**config.mk**
```make
export PLATFORM = sky130hd
export DESIGN_NAME = fetch_pair_unit
export DESIGN_NICKNAME = d
export VERILOG_FILES = /design/src/rtl/fetch_pkg.sv /design/src/rtl/fetch_queue.sv /design/src/rtl/fetch_pair_unit.sv
export SDC_FILE = /design/constraint.sdc
export NUM_CORES = 1
export LEC_CHECK = 0
export ABC_CLOCK_PERIOD_IN_PS = 2900
export CAP_MARGIN = 20
export CORE_ASPECT_RATIO = 0.8
export CORE_UTILIZATION = 45
export CTS_CLUSTER_SIZE = 24
export DETAILED_ROUTE_END_ITERATION = 7
export HOLD_SLACK_MARGIN = 0.05
export PLACE_DENSITY = 0.68
export SLEW_MARGIN = 20
export SYNTH_ARGS = -nofsm -noshare
export SYNTH_HDL_FRONTEND = slang
export SYNTH_SLANG_ARGS = --single-unit
```
**constraint.sdc**
```tcl
create_clock -name clk -period 2.9 [get_ports clk]
set_clock_uncertainty 0.15 [all_clocks]
set_input_delay 0.29 -clock clk [delete_from_list [all_inputs] [get_ports clk]]
set_output_delay 0.29 -clock clk [all_outputs]
set_load 0.005 [all_outputs]
```
**src/rtl/fetch_pkg.sv**
```systemverilog
// rtl/fetch_pkg.sv - shared instruction constants and field positions for the fetch stage
package fetch_pkg;
   localparam logic [15:0] NOP_INSTR = 16'h0000;
   localparam logic [3:0]  OPC_HALT  = 4'b1111;

   localparam int OPC_MSB = 15;
   localparam int OPC_LSB = 12;
   localparam int IMM_BIT = 11;
   localparam int RD_MSB  = 10;
   localparam int RD_LSB  = 8;
   localparam int RS1_MSB = 7;
   localparam int RS1_LSB = 5;
   localparam int RS2_MSB = 4;
   localparam int RS2_LSB = 2;

   function automatic logic is_halt(input logic [15:0] word);
      return word[OPC_MSB:OPC_LSB] == OPC_HALT;
   endfunction
endpackage

```
**src/rtl/fetch_queue.sv**
```systemverilog
// rtl/fetch_queue.sv - circular word buffer, up to 2 writes and 0..2 reads per cycle, with flush
module fetch_queue #(
   parameter int  DEPTH = 8,
   localparam int AW    = $clog2(DEPTH),
   localparam int OW    = AW + 1
) (
   input  logic          clk,
   input  logic          rst,
   input  logic          flush,
   input  logic [1:0]    wr_cnt,
   input  logic [15:0]   wr_data0,
   input  logic [15:0]   wr_data1,
   input  logic [1:0]    rd_cnt,
   output logic [15:0]   head0,
   output logic [15:0]   head1,
   output logic [OW-1:0] occ
);
   logic [15:0]   mem [DEPTH];
   logic [AW-1:0] head;
   logic [AW-1:0] tail;

   assign head0 = mem[head];
   assign head1 = mem[head + AW'(1)];

   always_ff @(posedge clk) begin
      if (rst || flush) begin
         head <= '0;
         tail <= '0;
         occ  <= '0;
      end else begin
         tail <= tail + AW'(wr_cnt);
         head <= head + AW'(rd_cnt);
         occ  <= occ - OW'(rd_cnt) + OW'(wr_cnt);
      end
   end

   // Storage needs no reset; pointers alone define which entries are live.
   always_ff @(posedge clk) begin
      if (!rst && !flush) begin
         if (wr_cnt != 2'd0) mem[tail] <= wr_data0;
         if (wr_cnt == 2'd2) mem[tail + AW'(1)] <= wr_data1;
      end
   end
endmodule

```
**src/rtl/fetch_pair_unit.sv**
```systemverilog
// rtl/fetch_pair_unit.sv - PC, dual-word imem reads and instr pair presentation; FETCH_HALT_EN enables halt opcode
module fetch_pair_unit
   import fetch_pkg::*;
#(
   parameter int             QDEPTH   = 8,
   parameter int             PC_W     = 8,
   parameter logic [PC_W-1:0] RESET_PC = '0
) (
   input  logic            clk,
   input  logic            rst,
   output logic            imem_req_o,
   output logic [PC_W-1:0] imem_addr_o,
   input  logic [15:0]     imem_data0_i,
   input  logic [15:0]     imem_data1_i,
   output logic [15:0]     instr1_o,
   output logic [15:0]     instr2_o,
   output logic [1:0]      count_o,
   input  logic            isstall_i,
   input  logic            issingleinstr_i,
   input  logic            redirect_i,
   input  logic [PC_W-1:0] redirect_pc_i,
   output logic            halted_o
);
   localparam int OW = $clog2(QDEPTH) + 1;

   logic [PC_W-1:0] pc;
   logic            inflight;
   logic            drop;
   logic            halted;
   logic            resp;
   logic [1:0]      want;
   logic [1:0]      avail;
   logic [1:0]      consumed;
   logic [1:0]      wr_cnt;
   logic [15:0]     head0;
   logic [15:0]     head1;
   logic [OW-1:0]   occ;
   int              used;

   fetch_queue #(.DEPTH(QDEPTH)) u_queue (
      .clk      (clk),
      .rst      (rst),
      .flush    (redirect_i),
      .wr_cnt   (wr_cnt),
      .wr_data0 (imem_data0_i),
      .wr_data1 (imem_data1_i),
      .rd_cnt   (consumed),
      .head0    (head0),
      .head1    (head1),
      .occ      (occ)
   );

   assign avail    = (occ >= OW'(2)) ? 2'd2 : occ[1:0];
   assign want     = isstall_i ? 2'd0 : (issingleinstr_i ? 2'd1 : 2'd2);
   assign consumed = redirect_i ? 2'd0 : ((want < avail) ? want : avail);

   assign count_o  = avail;
   assign instr1_o = (avail >= 2'd1) ? head0 : NOP_INSTR;
   assign instr2_o = (avail == 2'd2) ? head1 : NOP_INSTR;

   // Credit check ignores same-cycle consumption so occupancy can never overshoot.
   assign used        = int'(occ) + (inflight ? 2 : 0);
   assign imem_req_o  = !rst && !halted && !redirect_i && (used + 2 <= QDEPTH);
   assign imem_addr_o = pc;
   assign resp        = inflight && !drop && !redirect_i && !halted;

`ifdef FETCH_HALT_EN
   logic halt_hit;

   assign halt_hit = resp && (is_halt(imem_data0_i) || is_halt(imem_data1_i));

   always_comb begin
      wr_cnt = 2'd0;
      if (resp) wr_cnt = is_halt(imem_data0_i) ? 2'd1 : 2'd2;
   end

   always_ff @(posedge clk) begin
      if (rst || redirect_i) halted <= 1'b0;
      else if (halt_hit)     halted <= 1'b1;
   end
`else
   assign wr_cnt = resp ? 2'd2 : 2'd0;
   assign halted = 1'b0;
`endif

   assign halted_o = halted;

   always_ff @(posedge clk) begin
      if (rst) begin
         pc       <= RESET_PC;
         inflight <= 1'b0;
         drop     <= 1'b0;
      end else if (redirect_i) begin
         pc       <= redirect_pc_i;
         inflight <= 1'b0;
         drop     <= inflight;
      end else begin
         if (imem_req_o) pc <= pc + PC_W'(2);
         inflight <= imem_req_o;
         drop     <= 1'b0;
      end
   end
endmodule
```
# Yosys cells after proc, flatten, opt, wreduce, memory -nomap -nowiden
# Memories as Yosys holds them, arrays and structs flattened. A register that Yosys moved wholly into a read port is not among the register bits.
# Index checks and enable logic that the tools add are counted.
# word_totals
reg_bits,20
ram_bits,128
output_inout_bits,44
n_memories,1
# classes
n_addsub,9
magnitude_cmp,4
n_eq_ne,2
muxes,18
bitwise,1
reduce_logical,12
# memory_table
memory,depth,width,read_ports,rd_ports_with_merged_regs,write_ports,line,rtl
u_queue.mem,8,16,2,1,2,fetch_queue.sv:18,logic [15:0] mem [DEPTH];
# op_table
op,count
16-bit two-way mux,2
8-bit two-way mux,2
2-bit two-way mux,7
8-bit by 2-bit adder with 8-bit output (second input constant),1
3-bit by 1-bit adder with 3-bit output (second input constant),2
3-bit by 2-bit adder with 3-bit output,2
5-bit by 2-bit adder with 6-bit output (second input constant),1
6-bit by 4-bit less-or-equal comparator with 1-bit output (second input constant),1
1-bit two-way mux,6
4-bit by 2-bit adder with 5-bit output,1
4-bit by 2-bit adder with 4-bit output,1
2-bit equality test (second input constant),2
4-bit by 2-bit >= comparator with 1-bit output (second input constant),1
1-bit logical AND,4
2-bit nonzero test,2
2-bit OR reduction,2
4-bit by 2-bit subtractor with 4-bit output,1
1-bit zero test,3
3-bit two-way mux,1
2-bit by 1-bit >= comparator with 1-bit output (second input constant),1
2-bit less-than comparator,1
1-bit logical OR,1
1-bit inverter,1

# Longest topological paths before layout
# Gate-level depths: netlist (run 1).
# depth
word_depth,8
ltp_mapped,15

# Hierarchy
# Synthesis (run 1) repeated with hierarchy kept, for this count alone.
# unflattened
cells_unflattened,580
area_unflattened_um2,8952.3
# modules_own_cells
mod,instances,cells_each,area_each_um2,seq_area_each_um2
fetch_queue,1,457,8025.2,4043.9
fetch_pair_unit,1,123,927.1,200.2

# Worst setup path after synthesis (run 1)
# Ideal clock, no wire load.
# synth_timing
path_kind,register -> register
start,register u_queue.occ[2]
end,register u_queue.occ[3]
setup_ns,0.119
t_arrival_ns,2.590
path_slack_ns,0.041
stages_incl_launch_ff,15
period_less_slack_ns,2.859
cell_sequence,dfxtp_1 -> inv_1 -> ha_1 -> nand2_1 -> clkinv_1 -> clkbuf_1 -> ha_1 -> o221a_2 -> ha_1 -> inv_1 -> ha_1 -> inv_1 -> fa_1 -> xnor2_1 -> nor2_1
# synth_via
elab_chain_cells,7
# synth_lines
item,line,rtl
start: declaration,fetch_queue.sv:16,output logic [OW-1:0] occ
start signal: assignment,fetch_queue.sv:33,occ <= occ - OW'(rd_cnt) + OW'(wr_cnt);
4-bit by 2-bit >= comparator with 1-bit output *,fetch_pair_unit.sv:53,assign avail = (occ >= OW'(2)) ? 2'd2 : occ[1:0];
2-bit two-way mux *,fetch_pair_unit.sv:53,
via count_o[1],fetch_pair_unit.sv:17,"output logic [1:0] count_o,"
2-bit less-than comparator,fetch_pair_unit.sv:55,assign consumed = redirect_i ? 2'd0 : ((want < avail) ? want : avail);
2-bit two-way mux * (2 in series),fetch_pair_unit.sv:55,
4-bit by 2-bit subtractor with 4-bit output *,fetch_queue.sv:33,
4-bit by 2-bit adder with 4-bit output *,fetch_queue.sv:33,
# Mark *: on every way through the listed nets, which the timed path passes. The rest lies on a longest branch.
# A chain may end at the register's enable or synchronous reset.

# Worst setup path after layout (run 1)
# layout_timing
start,register u_queue.head[0]
end,output instr2_o[1]
# layout_via
elab_chain_cells,3
# layout_lines
item,line,rtl
start: declaration,fetch_queue.sv:19,logic [AW-1:0] head;
start signal: assignment,fetch_queue.sv:32,head <= head + AW'(rd_cnt);
3-bit by 1-bit adder with 3-bit output,fetch_queue.sv:23,assign head1 = mem[head + AW'(1)];
memory read 8 x 16 bit,--,
16-bit two-way mux,fetch_pair_unit.sv:59,assign instr2_o = (avail == 2'd2) ? head1 : NOP_INSTR;
end: declaration,fetch_pair_unit.sv:16,"output logic [15:0] instr2_o,"
# No other way between the ends.

==> results of run 1 <==
area by class of cell:
cell class	instances	share of cell area
inverter	22	0.00831
clock buffer	19	0.0436
clock inverter	13	0.0141
timing repair buffer	134	0.138
tap	220	0.0277
multi-input combinational	303	0.343
sequential	147	0.426
metal layers:
layer	vias up	GRT usage	routed length, um
li1	2223	-	-
met1	2599	0.321	8550
met2	188	0.349	9190
met3	23	0.0570	1220
met4	0	0.0695	245
met5	-	0	0
cells in the final DEF (no fill, tap or decap), types with 17 or more instances in the layout:
cell type,n
inv_1,20
mux4_2,64
edfxtp_1,128
clkbuf_16,17
mux2_2,64
nand2_1,38
nor2_1,34
mux2i_1,18
clkdlybuf4s50_1,70
buf_4,36
kinds of logic after synthesis:
logic type / count (synthesis) / share of synthesized area
adder cells (fa/ha/maj): 16 / 0.0286
AND/OR/NAND/NOR: 101 / 0.0616
XOR/XNOR: 6 / 0.00675
buffers and inverters: 53 / 0.0307
flip-flops: 147 / 0.543
multiplexers: 146 / 0.301
other: 1 / 0.000482
AO/OA/AOI/OAI: 33 / 0.0284
power by group:
group          leakage (nW)  switching, W  internal, W
Clock                 0.279      0.000839      0.00133
Combinational          1.82      0.000477     0.000537
Sequential             1.31     0.0000319      0.00234
Total                  3.41       0.00135      0.00421
what timing repair did:
| item | CTS | global route |
|---|---|---|
| setup buffers | 8 | 7 |
| hold buffers | 0 | 0 |
| endpoints found under the setup margin | 33 | 23 |
| gates resized for setup | 29 | 14 |
| gates cloned | 4 | 0 |
| pin swaps | 1 | 2 |
worst reg2reg max path: cells and delay by family (launching register included):
| family | cells | cell delay (ps) |
|---|---|---|
| adder cells (fa/ha/maj) | 5 | 1430 |
| buffers and inverters | 5 | 420 |
| flip-flops | 1 | 330 |
| AND/OR/NAND/NOR | 3 | 340 |
flip-flops by register name (all words and copies together) (netlist names):
register,cells
u_queue.mem,128
u_queue.head,3
drop,1
u_queue.occ,4
u_queue.tail,2
imem_addr_o,8
inflight,1
path summary, 6_finish.rpt:
kind / from / endpoint / slack [ps]
min reg2reg: inflight / drop / 340
min: redirect_pc_i[6] / imem_addr_o[6] / 290
max: u_queue.head[0] / instr2_o[1] / 70
max reg2reg: u_queue.occ[3] / u_queue.occ[2] / 150
stage by stage:
stage | total power, W | hold slack [ps] | instances | instance area [um^2]
final | 0.00555 | 295 | 858 | 9930
after global routing | 0.00573 | 301 | 858 | 9930
after CTS | 0.00554 | 286 | 851 | 9840
after detailed placement | 0.00337 | 323 | 807 | 9050
after global placement | 0.00336 | 317 | 807 | 9050
after floorplan | 0.00287 | 239 | 503 | 7780
==> results.cfg, run 1 <==
[clock_tree]
clock-root-buffer = clkbuf_16
clk_pin_slew_ps = 60
cts_buffers = 17
clkSinkCount = 147
clockBufferDepth = 2
worstSkewPairLatency_ps = 430
cts_tree = done
htree_num_levels = 4

[critical_path]
crit_family = buffers and inverters
cp.depth = 7
path_class = flop to output pin
start_kind = flop
end_kind = output pin
slowest_stage = mux4_2
crit_arrival_ps = 2390
max_stage_delay_ps = 490
critPathBufInv = 3
crit_required_ps = 2460
cp_max_fo = 5
r2r_cells = 13
path_cells = ha_4, buf_16, buf_4, mux4_2, nand2_1, a21oi_1, dlygate4sd2_1

[final_layout]
final_util = 0.594
areaGrowthSynthToFinish_pct = 27.6
nNetsFinal = 686
regArea_mm2 = 0.00423
diodes = 0
drive_above_1_share = 0.354
fillerInstances = 1259
multi_input_area_mm2 = 0.00340

[sta]
tns_ps = 0
hold_viol_final = 0
setup_viol = 0
fmax_mhz = 353
period_minus_slack_ps = 2830
fin_crit_sh = 0.977
slew_viol_final = 0
finalWorstSetupSlack_ps = 66.7

[global_routing]
grt_pass1_wl_um = 29300
grt_pass1_vias = 5080
grt_max_degree = 34
grt_overflow = 0
grt_usage = 0.228
antenna_found_initial = 0

[run]
maxCapViolCount = 0

[route]
vias_per_cell = 5.87
avgRoutedWirePerCell_um = 22.4
antenna_left = 0
drc = 0
drtIter0Drc = 385
first_pass_iters = 7
num_vias = 5033
wl_um = 19200

[synthesis]
yosys_warnings = 0
syn_inst = 503
ys_ff_latch = 147
avgSynthCellArea_um2 = 15.5
syn_nets = 564
synth_cell_types = 48
ys_top_cells_by_area = edfxtp_1 (49%), mux4_2 (19%), mux2_2 (9.3%)
synth_area_leader_cell = edfxtp_1
synth_seq_area_share = 0.543
ys.flop_type = edfxtp_1
syn-cell-area_mm2 = 0.00778
synth.most_common_cell = edfxtp_1
synth_top_area_frac = 0.494
synth_edf_count = 128
async_flop_share = 0
synth_top_cells_by_count = edfxtp_1 (128), mux2_2 (64), mux4_2 (64)

[die]
dieArea_mm2 = 0.0178
rows = 42
die_w_um = 149
start_util = 0.466
core_mm2 = 0.0167
pin_count = 89
die_h_um = 120

[power]
irDropWorstVdd_uv = 386
p_leak_nw = 3.41
power_density_mw_per_mm2 = 559

[place]
place.gp.congestion = 0.793
preCtsSetupSlack_ps = 97.1
hpwl_um = 11400
portBuffers = 87

[hold_path]
whs_path_depth = 3
hold_class = primary input to flop

[status]
status = completed
Power figures use the tool's default switching activity.
==> inputs of run 2 (changes only) <==
--- a/config.mk
+++ b/config.mk
@@ -12,6 +12,7 @@
 export CTS_CLUSTER_SIZE = 24
 export DETAILED_ROUTE_END_ITERATION = 7
 export HOLD_SLACK_MARGIN = 0.05
+export MAX_ROUTING_LAYER = met4
 export PLACE_DENSITY = 0.68
 export SLEW_MARGIN = 20
 export SYNTH_ARGS = -nofsm -noshare
==> results.cfg, run 2 (synthesis gave the netlist of run 1 again) <==
[status]
status = completed

[die]
pin_count = 89
start_util = 0.466
core_mm2 = 0.0167
die_h_um = 120
dieArea_mm2 = 0.0178
die_w_um = 149
rows = 42

[final_layout]
drive_above_1_share = 0.354
diodes = 0
fillerInstances = 1259
top_register = u_queue.mem
areaGrowthSynthToFinish_pct = 27.6
regArea_mm2 = 0.00423
nNetsFinal = 686
multi_input_area_mm2 = 0.00340
layout_commonest_cell = edfxtp_1
final_cell_mix = edfxtp_1 (128), clkdlybuf4s50_1 (70), mux2_2 (64), mux4_2 (64), nand2_1 (38)
finalNonFillerCells = 858
final_util = 0.594
largest_reg_flops = 128

[global_routing]
grt_overflow = 0
grt_max_degree = 34
grt_pass1_wl_um = 29400
grt_pass1_vias = 5064
antenna_found_initial = 0
grt_usage = 0.235

[clock_tree]
worstSkewPairLatency_ps = 420
cts_tree = done
htree_num_levels = 4
clkSinkCount = 147
clockBufferDepth = 2
clk_pin_slew_ps = 60
cts_buffers = 17
clock-root-buffer = clkbuf_16
hold_buffers = 0

[critical_path]
r2r_cells = 13
max_stage_delay_ps = 480
crit_end = instr2_o[2]
timing.rr.end = u_queue.occ[2]
crit_path_start = u_queue.head[0]
cp.depth = 7
path_class = flop to output pin
start_kind = flop
slowest_stage = mux4_2
end_kind = output pin
crit_family = buffers and inverters
path_cells = ha_4, buf_16, buf_4, mux4_2, nand2_1, a21oi_1, dlygate4sd2_1
rrSetupSlack_ps = 140
crit_required_ps = 2460
crit_arrival_ps = 2390
cp_max_fo = 5
critPathBufInv = 3
r2r-start = u_queue.occ[3]

[route]
first_pass_iters = 5
wl_um = 19100
vias_per_cell = 5.87
avgRoutedWirePerCell_um = 22.3
drc = 0
drtIter0Drc = 361
antenna_left = 0
num_vias = 5036

[run]
maxCapViolCount = 0

[sta]
fmax_mhz = 353
setup_viol = 0
fin_crit_sh = 0.976
period_minus_slack_ps = 2830
slew_viol_final = 0
hold_ws_ps = 301
hold_viol_final = 0

[power]
power_density_mw_per_mm2 = 559
p_leak_nw = 3.41
irDropWorstVdd_uv = 377
total_power_w = 0.00555

[place]
portBuffers = 87
hpwl_um = 11400
place.gp.congestion = 0.804
dp.cells = 807

[hold_path]
hold_class = primary input to flop
-- run 2: cell counts in the layout (fill, tap and decap cells not counted) --
No cell type changed its count.
-- run 2: cell type report --
class                      instances  share of cell area
sequential                       147               0.426
tap                              220              0.0277
inverter                          22             0.00831
timing repair buffer             134               0.138
multi-input combinational        303               0.343
clock buffer                      19              0.0436
clock inverter                    13              0.0141
-- run 2: worst min-delay path by stage --
stage | depth (start not counted) | startpoint | endpoint
finish | 3 | redirect_pc_i[6] | imem_addr_o[6]
floorplan | 0 | imem_data0_i[0] | u_queue.mem[0][0]
global placement | 2 | inflight | drop
global route | 3 | redirect_pc_i[2] | imem_addr_o[2]
CTS | 3 | redirect_pc_i[6] | imem_addr_o[6]
detailed placement | 2 | inflight | drop
-- run 2: layer usage --
layer / vias to the layer above / wire length, um / track usage / part of all wire
met5: - / 0 / - / 0
met4: 0 / 238 / 0.0657 / 0.012
met3: 19 / 1210 / 0.0582 / 0.063
met2: 190 / 9220 / 0.350 / 0.48
met1: 2608 / 8440 / 0.321 / 0.44
li1: 2219 / - / - / -
-- run 2: per-stage QoR --
| step | cell area, um^2 | setup slack (ps) | TNS (ps) |
|---|---|---|---|
| final | 9930 | 70.9 | 0 |
| after global routing | 9930 | -4.45 | -4.45 |
| after CTS | 9840 | 8.88 | 0 |
| after global placement | 9050 | 165 | 0 |
| after detailed placement | 9050 | 97.1 | 0 |
| after floorplan | 7780 | 41.0 | 0 |
-- run 2: timing repair --
action	in CTS	in global routing
pin swaps	1	2
gates resized for setup	29	14
hold endpoints to repair	0	0
endpoints found under the setup margin	33	23
buffers inserted	8	7
cloned	4	0
-- run 2: report_power, final --
part / total [W] / internal [W] / switching (W)
registers: 0.00237 / 0.00234 / 0.0000319
clock network: 0.00216 / 0.00133 / 0.000829
logic: 0.00102 / 0.000537 / 0.000478
-- run 2: worst register-to-register path, cell delays in order, from the launching register on --
cell and delay (ps):
dfxtp_1 330, inv_2 90, ha_1 160, nand2_2 70
buf_4 160, ha_1 200, nand2_1 120, inv_1 70
fa_1 480, inv_1 40, ha_1 180, inv_1 60
fa_1 410, nor2_1 150
==> RTL change 1, RTL diff (flow settings as in run 1) <==
The option `FETCH_HALT_EN` is turned on by a define.
--- a/src/rtl/fetch_pair_unit.sv
+++ b/src/rtl/fetch_pair_unit.sv
@@ -1,2 +1,4 @@
 // rtl/fetch_pair_unit.sv - PC, dual-word imem reads and instr pair presentation; FETCH_HALT_EN enables halt opcode
+`define FETCH_HALT_EN
+
 module fetch_pair_unit
Function: changed (a bounded check fails within 4 cycles, from zero or initial values and one cycle with rst high).
==> RTL change 1 against run 1 <==
Cell area up 13%; sequential cell count up 2; synthesized area up 13%; worst setup slack better by 5.2 ps; routed wire length up 26%; critical path depth down 1; synthesized cell count up 21%; total power up 1.9%.
==> RTL change 1: results (changes against run 1) <==
GRT
  – Met3 Track Usage GR: 5.73% (was 5.70%)
  – M2 GR Usage: 40.2% (was 34.9%)
  – Global-route wire length before repair: 36800 um (was 29300 um)
  – Largest net degree at the start of global routing: 53 (was 34)
  – GR Util met1: 33.2% (was 32.1%)
  – Vias in the first global route: 6364 (was 5080)
  – Initial antenna violation count: 0 (unchanged)
  – Tot GR Track Use: 25.2% (was 22.8%)

Drt
  – DR WL/cell: 23.5 um (was 22.4 um)
  – Iteration-0 DRC Markers: 489 (was 385)
  – Total wire length: 24200 um (was 19200 um)
  – Vias/cell: 5.86 (was 5.87)
  – Initial DRT Pass Iterations: 8 (was 7)
  – Antenna Nets Post-Route: 0 (unchanged)

Logic synthesis
  – Seq/Total Area, Yosys: 48.4% (was 54.3%)
  – Top cells by area, synth: edfxtp_1 (44%), mux4_2 (16%), mux2_2 (16%), dfxtp_1 (4.8%), ha_1 (2.1%) (was edfxtp_1 (49%), mux4_2 (19%), mux2_2 (9.3%), dfxtp_1 (4.9%), mux2i_1 (2.3%))
  – Library cells used by synthesis: 46 (was 48)
  – Avg Synthesized Cell Area: 14.5 um2 (was 15.5 um2)
  – Synth Net Count: 671 (was 564)
  – EDFF count, synth: 128 (unchanged)
  – Post-synth top cells: edfxtp_1 (128), mux2_2 (127), mux4_2 (64), nand2_1 (42), nor2_1 (34) (was edfxtp_1 (128), mux2_2 (64), mux4_2 (64), nand2_1 (40), nor2_1 (36))
  – Ys Warns: 0 (unchanged)
  – Post-synth ARST share: 0% (unchanged)

Final layout
  – Top reg by flops: u_queue.mem (unchanged)
  – # fillers: 1495 (was 1259)
  – Nets: 822 (was 686)
  – # diodes: 0 (unchanged)
  – Final core utilization: 58.9% (was 59.4%)
  – Share of post-route cells with drive strength above 1: 42.9% (was 35.4%)
  – Largest register FFs: 128 (unchanged)

Placement
  – Placed Instances: 983 (was 807)
  – RD Place Congestion: 0.869 (was 0.793)
  – Detailed placement HPWL: 16000 um (was 11400 um)
  – IO buf count: 88 (was 87)
  – DP Area: 10400 um2 (was 9050 um2)

Clock tree
  – Num CTS Buffers: 17 (unchanged)
  – Worst-path clk slew: 60 ps (about the same)
  – Clock latency on the worst-skew pair: 420 ps
  – CTS root buf: clkbuf_16 (unchanged)
  – H-Tree Level Count: 4 (unchanged)
  – Clock Path Buffers: 2 (unchanged)

Worst setup path
  – Delay-heaviest family, CP: buffers and inverters (unchanged)
  – FF-to-FF path depth: 13 (unchanged)
  – Max incr delay on CP: 500 ps
  – Crit path max-delay cell type: mux4_2 (unchanged)
  – Critical path peak fanout: 14 (was 5)

Pwr
  – P_leak: 3.97 nW (was 3.41 nW)
  – Max VDD drop: 309 uV (was 386 uV)

Worst hold path
  – HP Class: primary input to flop (unchanged)
  – Hold Path Stages: 3 (unchanged)

STA
  – Slew HR: 63.8%
  – Endpoints failing setup: 0 (unchanged)

Outcome
  – Outcome: completed (unchanged)
==> RTL change 1: path summary, 6_finish.rpt <==
path	from	end	slack, ps
hold reg to reg	imem_addr_o[0]	imem_addr_o[0]	360
setup / recovery	u_queue.head[0]	instr2_o[4]	70
hold / removal	redirect_pc_i[4]	imem_addr_o[4]	300
setup reg to reg	u_queue.occ[3]	u_queue.occ[2]	160
==> RTL change 1: cell families after synthesis <==
logic type | count (synthesis) | synth area share, %
fa+ha+maj | 19 | 3.04
xor+xnor | 9 | 0.895
mux | 210 | 34.8
flops | 149 | 48.4
simple gates | 114 | 6.47
buf+inv | 63 | 3.33
compound gates | 43 | 3.04
==> RTL change 1: timing repair <==
| item | CTS | global route |
|---|---|---|
| setup endpoints to repair | 17 | 26 |
| gates resized for setup | 11 | 21 |
| buffers inserted | 4 | 8 |
| gates cloned | 1 | 1 |
| hold endpoints to repair | 0 | 0 |
| pin swaps | 2 | 5 |
==> RTL change 1: final cells by class <==
class | instances | area share (%)
timing repair buffer | 172 | 14.7
tap | 258 | 2.87
sequential | 149 | 38.0
clock buffer | 19 | 3.85
clock inverter | 13 | 1.40
multi-input combinational | 395 | 38.4
inverter | 23 | 0.767
==> RTL change 1: metrics by stage <==
| stage | setup TNS [ps] | setup WS (ps) |
|---|---|---|
| after floorplan | 0 | 19.0 |
| after global placement | 0 | 6.35 |
| after detailed placement | -117 | -11.4 |
| after CTS | 0 | 3.31 |
| after global routing | -0.972 | -0.972 |
| final | 0 | 71.9 |
==> RTL change 1: routing by layer <==
layer | part of all wire (%) | vias to the layer above | routed length [um]
li1 | - | 2676 | -
met1 | 42 | 3071 | 10100
met2 | 49 | 244 | 11800
met3 | 6.5 | 41 | 1580
met4 | 2.4 | 2 | 585
met5 | 0.22 | - | 52
==> RTL change 1: power breakdown <==
part | total (mW) | internal (mW) | leakage [nW] | switching [mW]
Combinational | 1.03 | 0.561 | 2.36 | 0.467
Clock | 2.24 | 1.35 | 0.281 | 0.894
Sequential | 2.39 | 2.36 | 1.33 | 0.0292
Total | 5.66 | 4.27 | 3.97 | 1.39
==> RTL change 1: worst reg2reg max path, stage by stage (launching register included) <==
cell and delay [ps]:
dfxtp_1 320, inv_1 80, ha_2 180, nor2b_4 180, inv_1 60, ha_1 180
nand2_1 80, inv_1 60, fa_1 500, inv_1 50, buf_4 130, fa_1 420
xnor2_1 170, nor2_1 60
==> RTL change 2, RTL diff (settings of run 1) <==
Made on the original files. Register the output `count_o`, with the module's reset; this adds one clock of latency there. The other outputs are not delayed to match.
--- a/src/rtl/fetch_pair_unit.sv
+++ b/src/rtl/fetch_pair_unit.sv
@@ -56,3 +56,9 @@
 
-   assign count_o  = avail;
+   always_ff @(posedge clk) begin
+      if (rst) begin
+         count_o <= '0;
+      end else begin
+         count_o <= avail;
+      end
+   end
    assign instr1_o = (avail >= 2'd1) ? head0 : NOP_INSTR;
Function: changed (Yosys sat finds a counterexample within 4 cycles, from zero or initial values and one cycle with rst high).
==> RTL change 2 against run 1 <==
Routed wire length shrank 5.0%; critical path depth shrank 1; first-iteration DRC count shrank 16%; synthesized area grew 0.68%; cell area shrank 0.72%; worst setup slack lost 15 ps; sequential cell count grew 2; synthesized cell count shrank 0.40%; total power shrank 2.2%; critical path type unchanged; critical endpoint is now instr2_o[15].
==> RTL change 2: results (changes against run 1) <==
Outcome
  – Outcome: completed (unchanged)

Placement
  – Detailed placement HPWL: 11700 um (was 11400 um)
  – Placed Instances: 801 (was 807)
  – RD Place Congestion: 0.756 (was 0.793)
  – DP Area: 9100 um2 (was 9050 um2)

Pwr
  – P_leak: 3.42 nW (was 3.41 nW)
  – Max VDD drop: 326 uV (was 386 uV)

Clock tree
  – H-Tree Level Count: 4 (unchanged)
  – Post-CTS resize count: 17 (was 29)

Logic synthesis
  – EDFF count, synth: 128 (unchanged)
  – Gate Count Post-Synth: 501 (was 503)
  – Post-synth top cells: edfxtp_1 (128), mux4_2 (64), mux2_2 (61), nor2_1 (40), nand2_1 (38) (was edfxtp_1 (128), mux2_2 (64), mux4_2 (64), nand2_1 (40), nor2_1 (36))
  – Synth Net Count: 562 (was 564)
  – Top cells by area, synth: edfxtp_1 (49%), mux4_2 (18%), mux2_2 (8.8%), dfxtp_1 (5.4%), mux2i_1 (2.3%) (was edfxtp_1 (49%), mux4_2 (19%), mux2_2 (9.3%), dfxtp_1 (4.9%), mux2i_1 (2.3%))
  – Seq/Total Area, Yosys: 54.4% (was 54.3%)
  – Library cells used by synthesis: 44 (was 48)

GRT
  – Vias in the first global route: 4994 (was 5080)
  – Global-route wire length before repair: 28300 um (was 29300 um)

Final layout
  – Final core utilization: 58.8% (was 59.4%)
  – Fin cells: 843 (was 858)
  – Share of post-route cells with drive strength above 1: 32.6% (was 35.4%)
  – Nets: 673 (was 686)
  – # fillers: 1268 (was 1259)

Drt
  – Initial DRT Pass Iterations: 4 (was 7)
  – Iteration-0 DRC Markers: 322 (was 385)
  – Vias/cell: 5.80 (was 5.87)
  – Total wire length: 18300 um (was 19200 um)

Worst hold path
  – Min-Delay Endpoint: imem_addr_o[5] (was imem_addr_o[6])
  – Hold Crit Start: redirect_pc_i[5] (was redirect_pc_i[6])

STA
  – Hold_ws: 287 ps (was 295 ps)

Worst setup path
  – Crit path max-delay cell type: clkdlybuf4s50_1 (was mux4_2)
  – Worst Path Arrival: 2410 ps (was 2390 ps)
  – Critical path peak fanout: 7 (was 5)
==> RTL change 2: area by class of cell <==
| cell class | instances | share of cell area [%] |
|---|---|---|
| clock buffer | 19 | 4.39 |
| clock inverter | 11 | 1.14 |
| inverter | 20 | 0.761 |
| multi-input combinational | 300 | 34.2 |
| sequential | 149 | 43.3 |
| tap | 220 | 2.79 |
| timing repair buffer | 124 | 13.4 |
==> RTL change 2: cells by family (layout without fill, tap and decap cells) <==
group	after synthesis	in the layout	synth area share [%]
AOI/OAI and AO/OA	30	30	2.38
and+or+nand+nor	102	102	6.58
DFF	149	149	54.4
adders and majority gates	16	16	2.84
buffers and inverters	52	174	3.30
muxes	146	146	29.9
xor gates and xnor gates	5	5	0.559
other	1	1	0.0478
==> RTL change 2: where the power goes <==
part | internal, mW | switching, mW
logic | 0.504 | 0.449
registers | 2.37 | 0.0285
clock network | 1.24 | 0.841
total | 4.11 | 1.32
==> RTL change 2: routing by layer <==
metal | up-vias | GRT usage, % | wire [um] | part of all wire [%]
li1 | 2188 | - | - | -
met1 | 2526 | 28.3 | 7570 | 41
met2 | 154 | 35.6 | 9290 | 51
met3 | 24 | 4.26 | 1070 | 5.9
met4 | 0 | 7.72 | 323 | 1.8
met5 | - | 0 | 0 | 0
==> RTL change 2: how the worst max path moves through the flow <==
stage                     from                 to  slack [ps]  cells after the start
2_1_floorplan              rst  u_queue.mem[4][0]          90                      5
3_3_place_gp         isstall_i     u_queue.occ[3]         190                     12
3_5_place_dp         isstall_i     u_queue.occ[3]         140                     12
4_1_cts        u_queue.head[0]        instr2_o[5]           4                      6
5_1_grt        u_queue.head[0]       instr2_o[15]         -10                      6
6_report       u_queue.head[0]       instr2_o[15]          50                      6
